<file path="config.mk">
export PLATFORM = sky130hd
export DESIGN_NAME = beat_tone_gen
export DESIGN_NICKNAME = d
export VERILOG_FILES = /design/src/rtl/beat_tone_pkg.sv /design/src/rtl/beat_tone_gen_onehot_dec.sv /design/src/rtl/beat_tone_gen.sv
export SDC_FILE = /design/constraint.sdc
export NUM_CORES = 1
export LEC_CHECK = 0
export ABC_AREA = 1
export BUFFER_PORTS_ARGS = -buffer_cell sky130_fd_sc_hd__buf_2
export CAP_MARGIN = 5
export CORE_MARGIN = 2
export CORE_UTILIZATION = 40
export DETAILED_ROUTE_END_ITERATION = 7
export PLACE_DENSITY = 0.58
export RECOVER_POWER = 50
export SLEW_MARGIN = 20
export SYNTH_ARGS = -nofsm -noshare
export SYNTH_HDL_FRONTEND = slang
export SYNTH_HIERARCHICAL = 1
export SYNTH_SLANG_ARGS = --single-unit
</file>
<file path="constraint.sdc">
create_clock -name clock -period 8.48 [get_ports clock]
set_input_delay 0.424 -clock clock [delete_from_list [all_inputs] [get_ports clock]]
set_output_delay 0.424 -clock clock [all_outputs]
set_load 0.1 [all_outputs]
</file>
<file path="src/rtl/beat_tone_pkg.sv">
// rtl/beat_tone_pkg.sv - note table, FSM state type and half-period helper for beat_tone_gen
package beat_tone_pkg;

    localparam int N_NOTES = 13;
    localparam logic [3:0] IDLE_IDX = 4'hF;

    // Chromatic scale C4..C5 in Hz
    localparam int NOTE_HZ [N_NOTES] = '{262, 277, 294, 311, 330, 349, 370,
                                          392, 415, 440, 466, 494, 523};

    typedef enum logic [1:0] {
        IDLE = 2'd0,
        GAP  = 2'd1,
        PLAY = 2'd2
    } state_t;

    function automatic int half_period(input int clk_hz, input int idx);
        return clk_hz / (2 * NOTE_HZ[idx]);
    endfunction

endpackage

</file>
<file path="src/rtl/beat_tone_gen_onehot_dec.sv">
// rtl/beat_tone_gen_onehot_dec.sv - classifies a one-hot note code into valid/bad and its bit index
module onehot_dec
    import beat_tone_pkg::*;
(
    input  logic [N_NOTES-1:0] i_code,
    output logic               o_valid,
    output logic               o_bad,
    output logic [3:0]         o_idx
);

    logic [3:0] w_ones;

    always_comb begin
        w_ones = 4'd0;
        o_idx  = 4'd0;
        for (int i = 0; i < N_NOTES; i++) begin
            if (i_code[i]) begin
                w_ones = w_ones + 4'd1;
                o_idx  = 4'(i);
            end
        end
        o_valid = (w_ones == 4'd1);
        o_bad   = (w_ones > 4'd1);
    end

endmodule

</file>
<file path="src/rtl/beat_tone_gen.sv">
// rtl/beat_tone_gen.sv - one-hot note code to piezo square wave with inter-note gap
// Optional BEAT_TONE_OCTAVE_EN adds octave_up, halving the half-period per note.
module beat_tone_gen
    import beat_tone_pkg::*;
#(
    parameter int CLK_HZ  = 1000000,
    parameter int CNT_W   = 20,
    parameter int GAP_CYC = 1000
) (
    input  logic               clock,
    input  logic               reset,
    input  logic [N_NOTES-1:0] beat,
    input  logic               light,
    input  logic               mute,
`ifdef BEAT_TONE_OCTAVE_EN
    input  logic               octave_up,
`endif
    output logic               piezo,
    output logic [3:0]         note_idx,
    output logic               playing,
    output logic               led,
    output logic               err
);

    localparam logic [CNT_W-1:0] GAP_LOAD = CNT_W'(GAP_CYC - 1);

    logic [N_NOTES-1:0] r_beat_q;
    state_t             r_state;
    logic [3:0]         r_idx;
    logic [CNT_W-1:0]   r_gap_cnt;
    logic [CNT_W-1:0]   r_half_cnt;
    logic [CNT_W-1:0]   r_half;
    logic               r_piezo;
    logic               r_led;
    logic               r_err;
    logic               r_bad_prev;

    logic               w_valid;
    logic               w_bad;
    logic [3:0]         w_dec_idx;
    logic [CNT_W-1:0]   w_half_tbl [N_NOTES];
    logic [CNT_W-1:0]   w_eff_half;

    state_t             w_state_nxt;
    logic [3:0]         w_idx_nxt;
    logic [CNT_W-1:0]   w_gap_nxt;
    logic [CNT_W-1:0]   w_half_cnt_nxt;
    logic [CNT_W-1:0]   w_half_nxt;
    logic               w_piezo_nxt;

    onehot_dec u_dec (
        .i_code  (r_beat_q),
        .o_valid (w_valid),
        .o_bad   (w_bad),
        .o_idx   (w_dec_idx)
    );

    for (genvar g = 0; g < N_NOTES; g++) begin : g_half
        assign w_half_tbl[g] = CNT_W'(half_period(CLK_HZ, g));
    end

    // Octave choice is captured into r_half on GAP->PLAY and held for the whole note
`ifdef BEAT_TONE_OCTAVE_EN
    assign w_eff_half = octave_up ? (w_half_tbl[r_idx] >> 1) : w_half_tbl[r_idx];
`else
    assign w_eff_half = w_half_tbl[r_idx];
`endif

    always_comb begin
        w_state_nxt    = r_state;
        w_idx_nxt      = r_idx;
        w_gap_nxt      = r_gap_cnt;
        w_half_cnt_nxt = r_half_cnt;
        w_half_nxt     = r_half;
        w_piezo_nxt    = r_piezo;
        unique case (r_state)
            IDLE: begin
                w_piezo_nxt = 1'b0;
                if (w_valid) begin
                    w_state_nxt = GAP;
                    w_idx_nxt   = w_dec_idx;
                    w_gap_nxt   = GAP_LOAD;
                end
            end
            GAP, PLAY: begin
                if (!w_valid) begin
                    w_state_nxt = IDLE;
                    w_piezo_nxt = 1'b0;
                end else if (w_dec_idx != r_idx) begin
                    // New note cuts the current one immediately, no period completion
                    w_state_nxt = GAP;
                    w_idx_nxt   = w_dec_idx;
                    w_gap_nxt   = GAP_LOAD;
                    w_piezo_nxt = 1'b0;
                end else if (r_state == GAP) begin
                    w_piezo_nxt = 1'b0;
                    if (r_gap_cnt == '0) begin
                        w_state_nxt    = PLAY;
                        w_half_nxt     = w_eff_half;
                        w_half_cnt_nxt = w_eff_half - 1'b1;
                    end else begin
                        w_gap_nxt = r_gap_cnt - 1'b1;
                    end
                end else begin
                    if (r_half_cnt == '0) begin
                        w_piezo_nxt    = ~r_piezo;
                        w_half_cnt_nxt = r_half - 1'b1;
                    end else begin
                        w_half_cnt_nxt = r_half_cnt - 1'b1;
                    end
                end
            end
            default: begin
                w_state_nxt = IDLE;
                w_piezo_nxt = 1'b0;
            end
        endcase
    end

    always_ff @(posedge clock) begin
        if (reset) begin
            r_beat_q   <= '0;
            r_state    <= IDLE;
            r_idx      <= IDLE_IDX;
            r_gap_cnt  <= '0;
            r_half_cnt <= '0;
            r_half     <= '0;
            r_piezo    <= 1'b0;
            r_led      <= 1'b0;
            r_err      <= 1'b0;
            r_bad_prev <= 1'b0;
        end else begin
            r_beat_q   <= beat;
            r_state    <= w_state_nxt;
            r_idx      <= w_idx_nxt;
            r_gap_cnt  <= w_gap_nxt;
            r_half_cnt <= w_half_cnt_nxt;
            r_half     <= w_half_nxt;
            r_piezo    <= w_piezo_nxt;
            r_led      <= light;
            // Edge-detect so a held bad code flags only once
            r_err      <= w_bad & ~r_bad_prev;
            r_bad_prev <= w_bad;
        end
    end

    // Mute gates after the register so the tone grid keeps running underneath
    assign piezo    = r_piezo & ~mute;
    assign playing  = (r_state == PLAY);
    assign note_idx = (r_state == IDLE) ? IDLE_IDX : r_idx;
    assign led      = r_led;
    assign err      = r_err;

endmodule

</file>
== Word-level counts from Yosys, hierarchy flattened ==
Memory sizes are Yosys's and may differ from the RTL's.
Index checks and enable logic that the tools add are counted.
Word-level totals
  bits in registers: 83
  bits in read-only memories: 320
  bits of input ports: 17
  output and inout port bits: 8
  logic and storage cells: 108
  memories kept: 1
Operators by class
  $add $sub $neg: 16
  order comparisons: 2
  equal/unequal tests: 12
  mux-type cells: 47
  bitwise logic cells: 9
  reductions and logical operators: 11
Memories
  (name not given): depth 16, bits a word 20, rd ports 1, clocked after memory_dff 0, write ports 0, line beat_tone_gen.sv:66  | assign w_eff_half = w_half_tbl[r_idx];
Operators by type and width (number)
  20-bit 2-to-1 mux: 10
  4-bit 2-to-1 mux: 21
  20-bit by 1-bit subtractor with 20-bit output, second input constant: 4
  4-bit by 1-bit adder with 4-bit output, second input constant: 11
  20-bit logical NOT: 2
  20-bit one-hot mux with 2 select lines: 1
  2-bit 2-to-1 mux: 7
  3-bit 2-to-1 mux: 4
  5-bit AND reduction: 2
  4-bit inequality test, second input constant: 2
  4-bit one-hot mux with 2 select lines: 1
  4-bit AND reduction: 2
  2-bit inequality test, second input constant: 3
  3-bit inequality test, second input constant: 2
  1-bit NOT: 6
  5-bit greater-or-equal comparator, second input constant: 1
  4-bit NOT with 5-bit output: 1
  5-bit OR reduction: 1
  4-bit by 1-bit equality test with 1-bit output, second input constant: 1
  4-bit by 1-bit > comparator with 1-bit output, second input constant: 1
  4-bit inequality test: 1
  2-bit one-hot mux with 2 select lines: 1
  3-bit AND reduction: 1
  1-bit by 1-bit adder with 2-bit output, second input constant: 1
  other kinds (8): 10

== Depth between registers and ports, before layout ==
Gate-level depths: netlist of the first run.
  word-level depth: 28
  gate-level depth with buffers: 52
  depth with buffers taken out: 51

== Cells and area by module ==
The synthesis of the first run kept the hierarchy.
Modules (own cells, without submodules)
  beat_tone_gen: instances 1, cells each 644, area each 4334.2 um2, seq. area each 1481.4 um2
  onehot_dec: instances 1, cells each 241, area each 1310.0 um2, seq. area each 0.0 um2

== Worst setup path before layout of the first run ==
OpenSTA, ideal clock, no wires.
  path type: register to register
  from: register r_beat_q[1]
  to: register r_gap_cnt[16]
  library setup time: 0.120 ns
  arrival time: 6.874 ns
  required time: 8.360 ns
  setup slack: 1.486 ns
  stages on the path, launching flop included: 50
  path buffers: 1
  period minus slack after synthesis: 6.994 ns
  cell sequence: dfxtp_1 inv_1 ha_1 inv_1 nand2_1 nand2_1 ha_1 nand2_1 nand2_1 ha_1 or2_1 nand2_2 inv_1 ha_1 nand2_1 nand2_1 ha_1 or2_2 [14 not listed] ha_1 nand2_1 a21boi_2 inv_1 ha_1 o21ai_0 nand3b_1 nor2_1 nor2_1 nor2_1 nand2_1 nand2_2 buf_6 nand2_2 nor2_4 inv_2 o21ai_1 a21oi_1
On the way
  longest elaborated chain between the ends: 26
  elaborated cells between the ends (all ways): 45
  those cells by class: 11 x add/sub; 6 x eq/ne; 27 x mux; 1 x reduce/logical
RTL lines
  start, declared: line beat_tone_gen.sv:27  | logic [N_NOTES-1:0] r_beat_q;
  start signal, assigned: line beat_tone_gen.sv:133  | r_beat_q <= beat;
  4-bit 2-to-1 mux (*): line beat_tone_gen_onehot_dec.sv:17  | if (i_code[i]) begin
  4-bit by 1-bit adder with 4-bit output: line beat_tone_gen_onehot_dec.sv:18  | w_ones = w_ones + 4'd1;
  4-bit 2-to-1 mux (*): line beat_tone_gen_onehot_dec.sv:17
  4-bit by 1-bit adder with 4-bit output: line beat_tone_gen_onehot_dec.sv:18
  4-bit 2-to-1 mux (*): line beat_tone_gen_onehot_dec.sv:17
  4-bit by 1-bit adder with 4-bit output: line beat_tone_gen_onehot_dec.sv:18
  4-bit 2-to-1 mux (*): line beat_tone_gen_onehot_dec.sv:17
  4-bit by 1-bit adder with 4-bit output: line beat_tone_gen_onehot_dec.sv:18
  [11 not listed]
  4-bit by 1-bit adder with 4-bit output: line beat_tone_gen_onehot_dec.sv:18
  4-bit 2-to-1 mux (*): line beat_tone_gen_onehot_dec.sv:17
  4-bit by 1-bit adder with 4-bit output: line beat_tone_gen_onehot_dec.sv:18
  4-bit 2-to-1 mux (*): line beat_tone_gen_onehot_dec.sv:17
  4-bit by 1-bit equality test with 1-bit output (*): line beat_tone_gen_onehot_dec.sv:22  | o_valid = (w_ones == 4'd1);
  via w_valid: line beat_tone_gen.sv:38  | logic w_valid;
  2-bit inequality test (no source line)
  5-bit AND reduction (no source line) (*)
  end signal, assigned: line beat_tone_gen.sv:136  | r_gap_cnt <= w_gap_nxt;
  end, declared: line beat_tone_gen.sv:30  | logic [CNT_W-1:0] r_gap_cnt;
Mark *: on every way through the listed nets, which the timed path passes. The rest lies on a longest branch. The select of a mux whose other input is x is not followed.
A chain may end at the register's enable or synchronous reset.

== Final worst setup path of the first run ==
  from: register r_beat_q[0]
  to: register r_gap_cnt[17]
On the way
  longest elaborated chain between the ends: 28
  elaborated cells between the ends (all ways): 29
  those cells by class: 12 x add/sub; 3 x eq/ne; 13 x mux; 1 x reduce/logical
RTL lines (line)
  1-bit 2-to-1 mux (*): beat_tone_gen_onehot_dec.sv:17
  1-bit by 1-bit adder with 2-bit output: beat_tone_gen_onehot_dec.sv:18
  4-bit 2-to-1 mux (*): beat_tone_gen_onehot_dec.sv:17
  4-bit by 1-bit adder with 4-bit output: beat_tone_gen_onehot_dec.sv:18
  4-bit 2-to-1 mux (*): beat_tone_gen_onehot_dec.sv:17
  4-bit by 1-bit adder with 4-bit output: beat_tone_gen_onehot_dec.sv:18
  4-bit 2-to-1 mux (*): beat_tone_gen_onehot_dec.sv:17
  4-bit by 1-bit adder with 4-bit output: beat_tone_gen_onehot_dec.sv:18
  [13 not listed]
  4-bit by 1-bit adder with 4-bit output: beat_tone_gen_onehot_dec.sv:18
  4-bit 2-to-1 mux (*): beat_tone_gen_onehot_dec.sv:17
  4-bit by 1-bit adder with 4-bit output: beat_tone_gen_onehot_dec.sv:18
  4-bit 2-to-1 mux (*): beat_tone_gen_onehot_dec.sv:17
  4-bit by 1-bit equality test with 1-bit output (*): beat_tone_gen_onehot_dec.sv:22
  via w_valid: beat_tone_gen.sv:38
  2-bit inequality test (no source line)
  5-bit AND reduction (no source line) (*)
Mark *: on every way through the listed nets, which the timed path passes. The rest lies on a longest branch.

==> flow_summary.yaml, run 1 <==
route:
  wl_per_cell_um: 11.8
  vias_per_cell: 4.81
  drc_errors: 0
  drt_wl_total_um: 12900
  vias: 5223
  first_pass_iters: 5
  final_antenna_net_count: 0
  drt_iter0_markers: 441
clocking:
  clk_pin_slew_ps: 60
  cts_buffers: 9
  clock_latency_ps: 340
  cts_buffer_depth: 2
  clkSinkCount: 74
  cts_setup_buffers: 0
  cts_tree: "yes"
  h-tree-depth: 3
  clockRootBuffer: "clkbuf_16"
logic_synthesis:
  seq_area_frac_synth_pct: 26.2
  synth_compound_area_share_pct: 11.3
  yosysUniqueCellTypes: 48
  synth_ff_type: "dfxtp_1"
  synth_nets: 927
  yosysWarnings: 6
  synth.area.mux_share_pct: 0
  synth_area_mm2: 0.00564
  syn_inst: 885
  synthXorXnorAreaFrac_pct: 1.71
  synth_simple_gate_area_share_pct: 42.8
  ys_ff_latch: 74
  postSynthAreaPerCell_um2: 6.38
  async_flop_share_pct: 0
  yosys.area_share.adder_pct: 5.54
  synth_top_family_by_area: "simple AND/OR/NAND/NOR gates"
  synth_edf_count: 0
layout:
  final_common_cell: "nand2_1"
  final_area_mm2: 0.00611
  nets: 945
  drive_above_1_share_pct: 14.5
  final_util_pct: 44.2
  antenna_cells: 0
  area_delta_synth_final_pct: 8.27
  layout_common_cells: "nand2_1, inv_1, nor2_1, dfxtp_1, nand3_1"
worst_setup_path:
  r2r_setup_slack_ps: 810
  cp-end-kind: "flop"
  crit_path_frequent_cell: "nand2_1"
  startpoint: "r_beat_q[0]$_SDFF_PP0_"
  max_stage_delay_ps: 340
  timing.rr.start: "r_beat_q[0]$_SDFF_PP0_"
  path_class: "flop to flop"
  start_kind: "flop"
  crit_path_top_delay_cell: "ha_1"
  arrival_ps: 7930
  crit_required_ps: 8740
  crit_fanout: 11
place:
  portBuffers: 24
  gp_congestion: 0.849
  post_dp_cell_area_mm2: 0.00589
  post-dp-hpwl_um: 9710
grt:
  grt.total_usage_pct: 18.5
  grt_pass1_wl_um: 22200
  antenna_found_initial: 0
  grt.overflow.total: 0
  grt_start_max_net_pins: 40
  first_global_vias: 4667
sta:
  min_period_ps: 7670
  fin_skew_ps: 8.89
  finalSetupViolCount: 0
  final_hold_viol_count: 0
  holdWs_ps: 280
  worst_pin_slew_ps: 2000
  relSlewSlack_pct: -33.0
  fmax_ghz: 0.130
  period_share_pct: 90.5
  rsz0062_at_grt: "false"
  setup_tns_ps: 0
  final-max-slew-violation-count: 40
floorplanning:
  die-area_mm2: 0.0151
  ios: 25
  row_count: 43
  dieWidth_um: 123
  start_util_pct: 40.8
  coreArea_mm2: 0.0138
  die_h_um: 123
min_path:
  hp-class: "input port to flop"
  min-delay-start: "beat[5]"
status:
  outcome: "finished with violations"
  violations: "max-capacitance violations, max-slew violations"
power:
  ir_drop_mv: 0.171
  power_density_mw_per_mm2: 289
  power_mw: 1.77
  leakage_nw: 3.09
job:
  maxCapViolations: 1
final cells by class:
class | instances | area, µm²
well taps | 180 | 225
multi-input cells | 640 | 3450
inverters | 151 | 574
clock buffers | 14 | 254
repair buffers | 27 | 129
flip-flops and latches | 74 | 1480
fillers | 1484 | 7720
timing repair:
| action | in CTS | in global routing |
|---|---|---|
| hold buffers | 0 | 0 |
| resized for setup | 0 | 1 |
| endpoints found under the setup margin | 0 | 1 |
Yosys cell counts, types with 6 or more instances:
cell type	number	area share (%)
nor2_2	11	1.2
nand4_1	16	1.8
nand3_1	57	5.1
o21ai_1	7	0.62
nor2_1	115	7.6
dfxtp_1	74	26
o21ai_0	35	3.1
a21oi_1	49	4.3
nand2_4	10	2.0
clkbuf_1	7	0.47
inv_2	15	1.0
nor3_1	10	0.89
inv_1	132	8.8
xor2_1	6	0.93
nand3_2	18	3.2
nand2_1	192	13
ha_1	25	5.5
nand2_2	32	3.5
kinds of logic (layout without fill, tap and decap cells):
logic type | Yosys count | after routing
AO/OA/AOI/OAI | 114 | 114
XOR/XNOR | 11 | 11
adder cells (fa/ha/maj) | 25 | 25
buffers and inverters | 171 | 192
flip-flops | 74 | 74
AND/OR/NAND/NOR | 490 | 490
flip-flops by register name, summed over array words and instances, names as in the netlist:
name	cells
r_gap_cnt	20
r_half_cnt	20
r_beat_q	13
r_half	11
r_idx	4
r_state	2
err	1
led	1
r_bad_prev	1
r_piezo	1
path summary, 6_finish.rpt:
path,end,cells past startpoint
min,r_beat_q[5]$_SDFF_PP0_,3
max reg2reg,r_gap_cnt[17]$_SDFFE_PP0P_,48
min reg2reg,err$_SDFF_PP0_,1
max,r_gap_cnt[17]$_SDFFE_PP0P_,48
worst max-delay path, delay by kind of cell, from the launching register on:
kind | cells | cell delay [ps]
AOI/OAI and AO/OA | 2 | 420
adders and majority gates | 11 | 3060
DFF | 1 | 330
and+or+nand+nor | 30 | 3500
buffers and inverters | 5 | 300
layer usage:
metal  GRT usage (%)  part of all wire (%)
met1            26.2                    52
met2            28.2                    43
met3            4.79                   3.6
met4            3.74                  0.94
met5               0                     0
power breakdown:
group	switching [mW]	internal, mW
clock network	0.142	0.203
logic	0.674	0.301
registers	0.0518	0.397
per-stage QoR:
stage	setup WS [ps]	std cells
detailed placement	795	1072
global placement	965	1072
floorplan	1490	885
finish	809	1086
global route	50.9	1086
CTS	764	1086
(Power assumes the default switching activity.)
==> run 2: changes to the inputs <==
Settings changed: PLACE_DENSITY 0.58 to 0.62.
==> run 2 against run 1 <==
Effect of this change:
- the flow still finishes with violations (max-capacitance violations, max-slew violations)
- worst setup slack worse by 93 ps
- final area increased by 0.16%
- clock power up 1%
- combinational power is 1% lower
- worst hold slack worse by 2.0 ps
- global-route usage shrank 0.85 points
- critical path type unchanged
- highest routed layer unchanged
==> flow_summary.yaml, run 2 (same netlist as run 1, synthesis figures left out) <==
clocking:
  ctsHoldBuffers: 0
  cts_tree: "yes"
  clkSinkCount: 74
  h-tree-depth: 3
  cts_buffers: 9
  clock_latency_ps: 350
  clk_pin_slew_ps: 60
  cts_setup_buffers: 0
  clockRootBuffer: "clkbuf_16"
  cts_buffer_depth: 2
  cts_resized: 0
floorplanning:
  ios: 25
  row_count: 43
  dieWidth_um: 123
  start_util_pct: 40.8
  die_h_um: 123
  die-area_mm2: 0.0151
  coreArea_mm2: 0.0138
worst_setup_path:
  crit_path_top_delay_cell: "dfxtp_1"
  path_class: "flop to flop"
  start_kind: "flop"
  crit_fanout: 11
  r2r-end: "r_gap_cnt[17]$_SDFFE_PP0P_"
  arrival_ps: 8030
  r2r_cells: 48
  r2r_setup_slack_ps: 720
  max_stage_delay_ps: 330
  crit_path_frequent_cell: "nand2_1"
  critical_path.top_delay_family: "simple AND/OR/NAND/NOR gates"
  crit_required_ps: 8750
  timing.rr.start: "r_beat_q[1]$_SDFF_PP0_"
  critPathBufInv: 5
  cp-end-kind: "flop"
layout:
  drive_above_1_share_pct: 14.8
  top_regs: "r_gap_cnt: 20 flops, r_half_cnt: 20 flops, r_beat_q: 13 flops"
  layout_common_cells: "nand2_1, inv_1, nor2_1, dfxtp_1, nand3_1"
  area_delta_synth_final_pct: 8.45
  antenna_cells: 0
  nFillCells: 1459
  nets: 944
  final_common_cell: "nand2_1"
route:
  vias_per_cell: 4.81
  first_pass_iters: 4
  final_antenna_net_count: 0
  drt_wl_total_um: 12400
  drt_iter0_markers: 354
  vias: 5222
  wl_per_cell_um: 11.4
  drc_errors: 0
min_path:
  hold_path_end: "r_beat_q[5]$_SDFF_PP0_"
  min-delay-start: "beat[5]"
  holdPathStages: 3
  hp-class: "input port to flop"
sta:
  fin_skew_ps: 11.6
  min_period_ps: 7760
  relSlewSlack_pct: -33.9
  period_share_pct: 91.5
  finalSetupViolCount: 0
  rsz0062_at_grt: "false"
  final_hold_viol_count: 0
  fmax_ghz: 0.129
  setup_tns_ps: 0
  final-max-slew-violation-count: 40
  worst_pin_slew_ps: 2010
job:
  maxCapViolations: 1
status:
  violations: "max-capacitance violations, max-slew violations"
  outcome: "finished with violations"
place:
  portBuffers: 24
  post-dp-hpwl_um: 9450
  gp_congestion: 0.851
grt:
  first_global_vias: 4567
  antenna_found_initial: 0
  grt.total_usage_pct: 17.7
  grt.overflow.total: 0
  grt_pass1_wl_um: 21200
  grt_start_max_net_pins: 40
power:
  power_mw: 1.76
  leakage_nw: 3.10
  power_density_mw_per_mm2: 287
  ir_drop_mv: 0.139
## run 2: cell types whose count changed in the layout (fill, tap and decap cells not counted), sizes merged
cell    previous run  this run
clkinv             3         8
clkbuf            23        19
buf               18        17
## run 2: metal layers
| layer | vias to the layer above | part of all wire [%] | global-route usage (%) |
|---|---|---|---|
| met1 | 2286 | 54 | 25.2 |
| li1 | 2844 | - | - |
| met5 | - | 0 | 0 |
| met2 | 79 | 41 | 26.4 |
| met3 | 13 | 3.6 | 3.44 |
| met4 | 0 | 1.5 | 6.03 |
## run 2: tightest hold or removal path, stage by stage
cell    delay [ps]
buf_2           70
inv_1           30
nor2_1          60
## run 2: how the worst max path moves through the flow
stage | startpoint | to | cells after the start
final | r_beat_q[1]$_SDFF_PP0_ | r_gap_cnt[17]$_SDFFE_PP0P_ | 48
after global routing | r_beat_q[1]$_SDFF_PP0_ | r_gap_cnt[17]$_SDFFE_PP0P_ | 48
after CTS | r_beat_q[1]$_SDFF_PP0_ | r_gap_cnt[17]$_SDFFE_PP0P_ | 48
after detailed placement | r_beat_q[1]$_SDFF_PP0_ | r_gap_cnt[17]$_SDFFE_PP0P_ | 48
after global placement | r_beat_q[0]$_SDFF_PP0_ | r_gap_cnt[17]$_SDFFE_PP0P_ | 47
after floorplan | r_beat_q[1]$_SDFF_PP0_ | r_gap_cnt[16]$_SDFFE_PP0P_ | 49
## run 2: area by class of cell
type                       count  area (µm²)  share of cell area [%]
clock inverter                 5        32.5                   0.531
multi-input combinational    640        3450                    56.4
timing repair buffer          26         124                    2.02
sequential                    74        1480                    24.2
clock buffer                  10         229                    3.74
inverter                     151         574                    9.38
tap                          180         225                    3.68
## run 2: stage by stage
stage,hold WS (ps),setup slack [ps],cell area [µm²],utilization (%),cells
after floorplan,373,1490,5640,-,885
after global placement,400,942,5880,42.5,1071
after detailed placement,398,698,5880,42.5,1071
after CTS,271,689,6140,44.4,1086
after global routing,280,25.9,6120,44.3,1086
final,278,717,6120,44.3,1086
## run 2: power by group
part / leakage [nW] / internal, mW / switching, mW
Combinational: 2.36 / 0.300 / 0.661
Sequential: 0.604 / 0.396 / 0.0516
Clock: 0.132 / 0.196 / 0.153
Total: 3.10 / 0.893 / 0.866
==> run 3: changes to the inputs <==
Settings changed: RECOVER_POWER 50 to 25.
==> run 3 against run 2 <==
Effect of this change:
- critical endpoint unchanged
- wire length about the same
- utilization grew 0.072 points
- maximum frequency grew 0.18%
- the flow still finishes with violations (max-capacitance violations, max-slew violations)
- count of clock-buffer cells in the layout is the same
- highest routed layer unchanged
- cell count is the same
- critical path type unchanged
- sequential share of layout area hardly changed
==> flow_summary.yaml, run 3 (same netlist as run 1, synthesis figures left out) <==
status:
  outcome: "finished with violations"
  violations: "max-capacitance violations, max-slew violations"
layout:
  antenna_cells: 0
  nets: 944
  drive_above_1_share_pct: 15.5
  multi_input_area_mm2: 0.00346
  nFillCells: 1455
  final_common_cell: "nand2_1"
  top_regs: "r_gap_cnt: 20 flops, r_half_cnt: 20 flops, r_beat_q: 13 flops"
  fin_cells: 1086
  area_delta_synth_final_pct: 8.62
  seq_area_mm2: 0.00148
  final_area_mm2: 0.00613
  layout_common_cells: "nand2_1, inv_1, nor2_1, dfxtp_1, nand3_1"
  final_util_pct: 44.3
place:
  portBuffers: 24
  post-dp-hpwl_um: 9450
  gp_congestion: 0.851
  place_worst_setup_slack_ps: 698
  post_dp_cell_area_mm2: 0.00588
  placedCellCount: 1071
floorplanning:
  ios: 25
  die_h_um: 123
  dieWidth_um: 123
  start_util_pct: 40.8
  coreArea_mm2: 0.0138
  row_count: 43
  die-area_mm2: 0.0151
clocking:
  cts_buffer_depth: 2
  cts_resized: 0
  ctsHoldBuffers: 0
  clk_pin_slew_ps: 60
  clkSinkCount: 74
  cts_tree: "yes"
  h-tree-depth: 3
  cts_buffers: 9
  clock_latency_ps: 350
  cts_setup_buffers: 0
  clockRootBuffer: "clkbuf_16"
worst_setup_path:
  crit_required_ps: 8750
  max_stage_delay_ps: 330
  timing.rr.start: "r_beat_q[1]$_SDFF_PP0_"
  crit_path_top_delay_cell: "dfxtp_1"
  r2r_setup_slack_ps: 730
  path_class: "flop to flop"
  start_kind: "flop"
  crit_path_frequent_cell: "nand2_1"
  arrival_ps: 8020
  crit_fanout: 11
  r2r-end: "r_gap_cnt[17]$_SDFFE_PP0P_"
  r2r_cells: 48
  cp-end-kind: "flop"
sta:
  period_share_pct: 91.4
  final-max-slew-violation-count: 40
  worst_pin_slew_ps: 2010
  holdWs_ps: 278
  fin_skew_ps: 11.6
  finalSetupViolCount: 0
  rsz0062_at_grt: "false"
  min_period_ps: 7750
  setup_ws_ps: 730
  setup_tns_ps: 0
  final_hold_viol_count: 0
  relSlewSlack_pct: -33.9
  fmax_ghz: 0.129
route:
  final_antenna_net_count: 0
  drc_errors: 0
  wl_per_cell_um: 11.5
  vias_per_cell: 4.82
  drt_iter0_markers: 354
  vias: 5230
  first_pass_iters: 5
  drt_wl_total_um: 12400
grt:
  grt_start_max_net_pins: 40
  grt.overflow.total: 0
  first_global_vias: 4567
  grt_pass1_wl_um: 21200
  antenna_found_initial: 0
  grt.total_usage_pct: 17.7
min_path:
  holdPathStages: 3
  hp-class: "input port to flop"
  min-delay-start: "beat[5]"
  hold_path_end: "r_beat_q[5]$_SDFF_PP0_"
power:
  power_mw: 1.76
  ir_drop_mv: 0.139
  power_density_mw_per_mm2: 287
  leakage_nw: 3.10
job:
  maxCapViolations: 1
run 3: changes by cell type in the layout (fill, tap and decap cells not counted):
cell / before / now
or2_1: 2 / 3
nor2_4: 4 / 5
inv_2: 12 / 15
inv_1: 135 / 132
buf_2: 15 / 17
or2_0: 2 / 1
nor2_1: 116 / 115
clkbuf_1: 10 / 8
run 3: critical path: cells and delay by family (launching register included):
family          cells  cell delay, ps
simple gates       30            3670
flops               1             330
fa+ha+maj          11            3020
compound gates      2             400
buf+inv             5             270
run 3: worst max-delay path by stage:
stage | start | to | slack [ps]
4_1_cts | r_beat_q[1]$_SDFF_PP0_ | r_gap_cnt[17]$_SDFFE_PP0P_ | 690
6_report | r_beat_q[1]$_SDFF_PP0_ | r_gap_cnt[17]$_SDFFE_PP0P_ | 730
3_3_place_gp | r_beat_q[0]$_SDFF_PP0_ | r_gap_cnt[17]$_SDFFE_PP0P_ | 940
5_1_grt | r_beat_q[1]$_SDFF_PP0_ | r_gap_cnt[17]$_SDFFE_PP0P_ | 50
2_1_floorplan | r_beat_q[1]$_SDFF_PP0_ | r_gap_cnt[16]$_SDFFE_PP0P_ | 1490
3_5_place_dp | r_beat_q[1]$_SDFF_PP0_ | r_gap_cnt[17]$_SDFFE_PP0P_ | 700
run 3: power by group:
group | total, mW | leakage (nW) | internal (mW) | switching [mW]
sequential | 0.448 | 0.604 | 0.396 | 0.0516
combinational | 0.964 | 2.36 | 0.301 | 0.663
clock | 0.349 | 0.132 | 0.196 | 0.153
run 3: area by class of cell:
| type | instances | area share [%] |
|---|---|---|
| timing repair buffer | 26 | 2.06 |
| clock inverter | 5 | 0.531 |
| tap | 180 | 3.67 |
| multi-input combinational | 640 | 56.5 |
| clock buffer | 10 | 3.73 |
| inverter | 151 | 9.37 |
| sequential | 74 | 24.2 |
run 3: metal layers:
| metal | wire (µm) | share of wire [%] | vias up | GRT usage [%] |
|---|---|---|---|---|
| met2 | 5140 | 41 | 87 | 26.4 |
| met3 | 473 | 3.8 | 13 | 3.44 |
| met5 | 0 | 0 | - | 0 |
| li1 | - | - | 2844 | - |
| met1 | 6640 | 53 | 2286 | 25.2 |
| met4 | 190 | 1.5 | 0 | 6.03 |
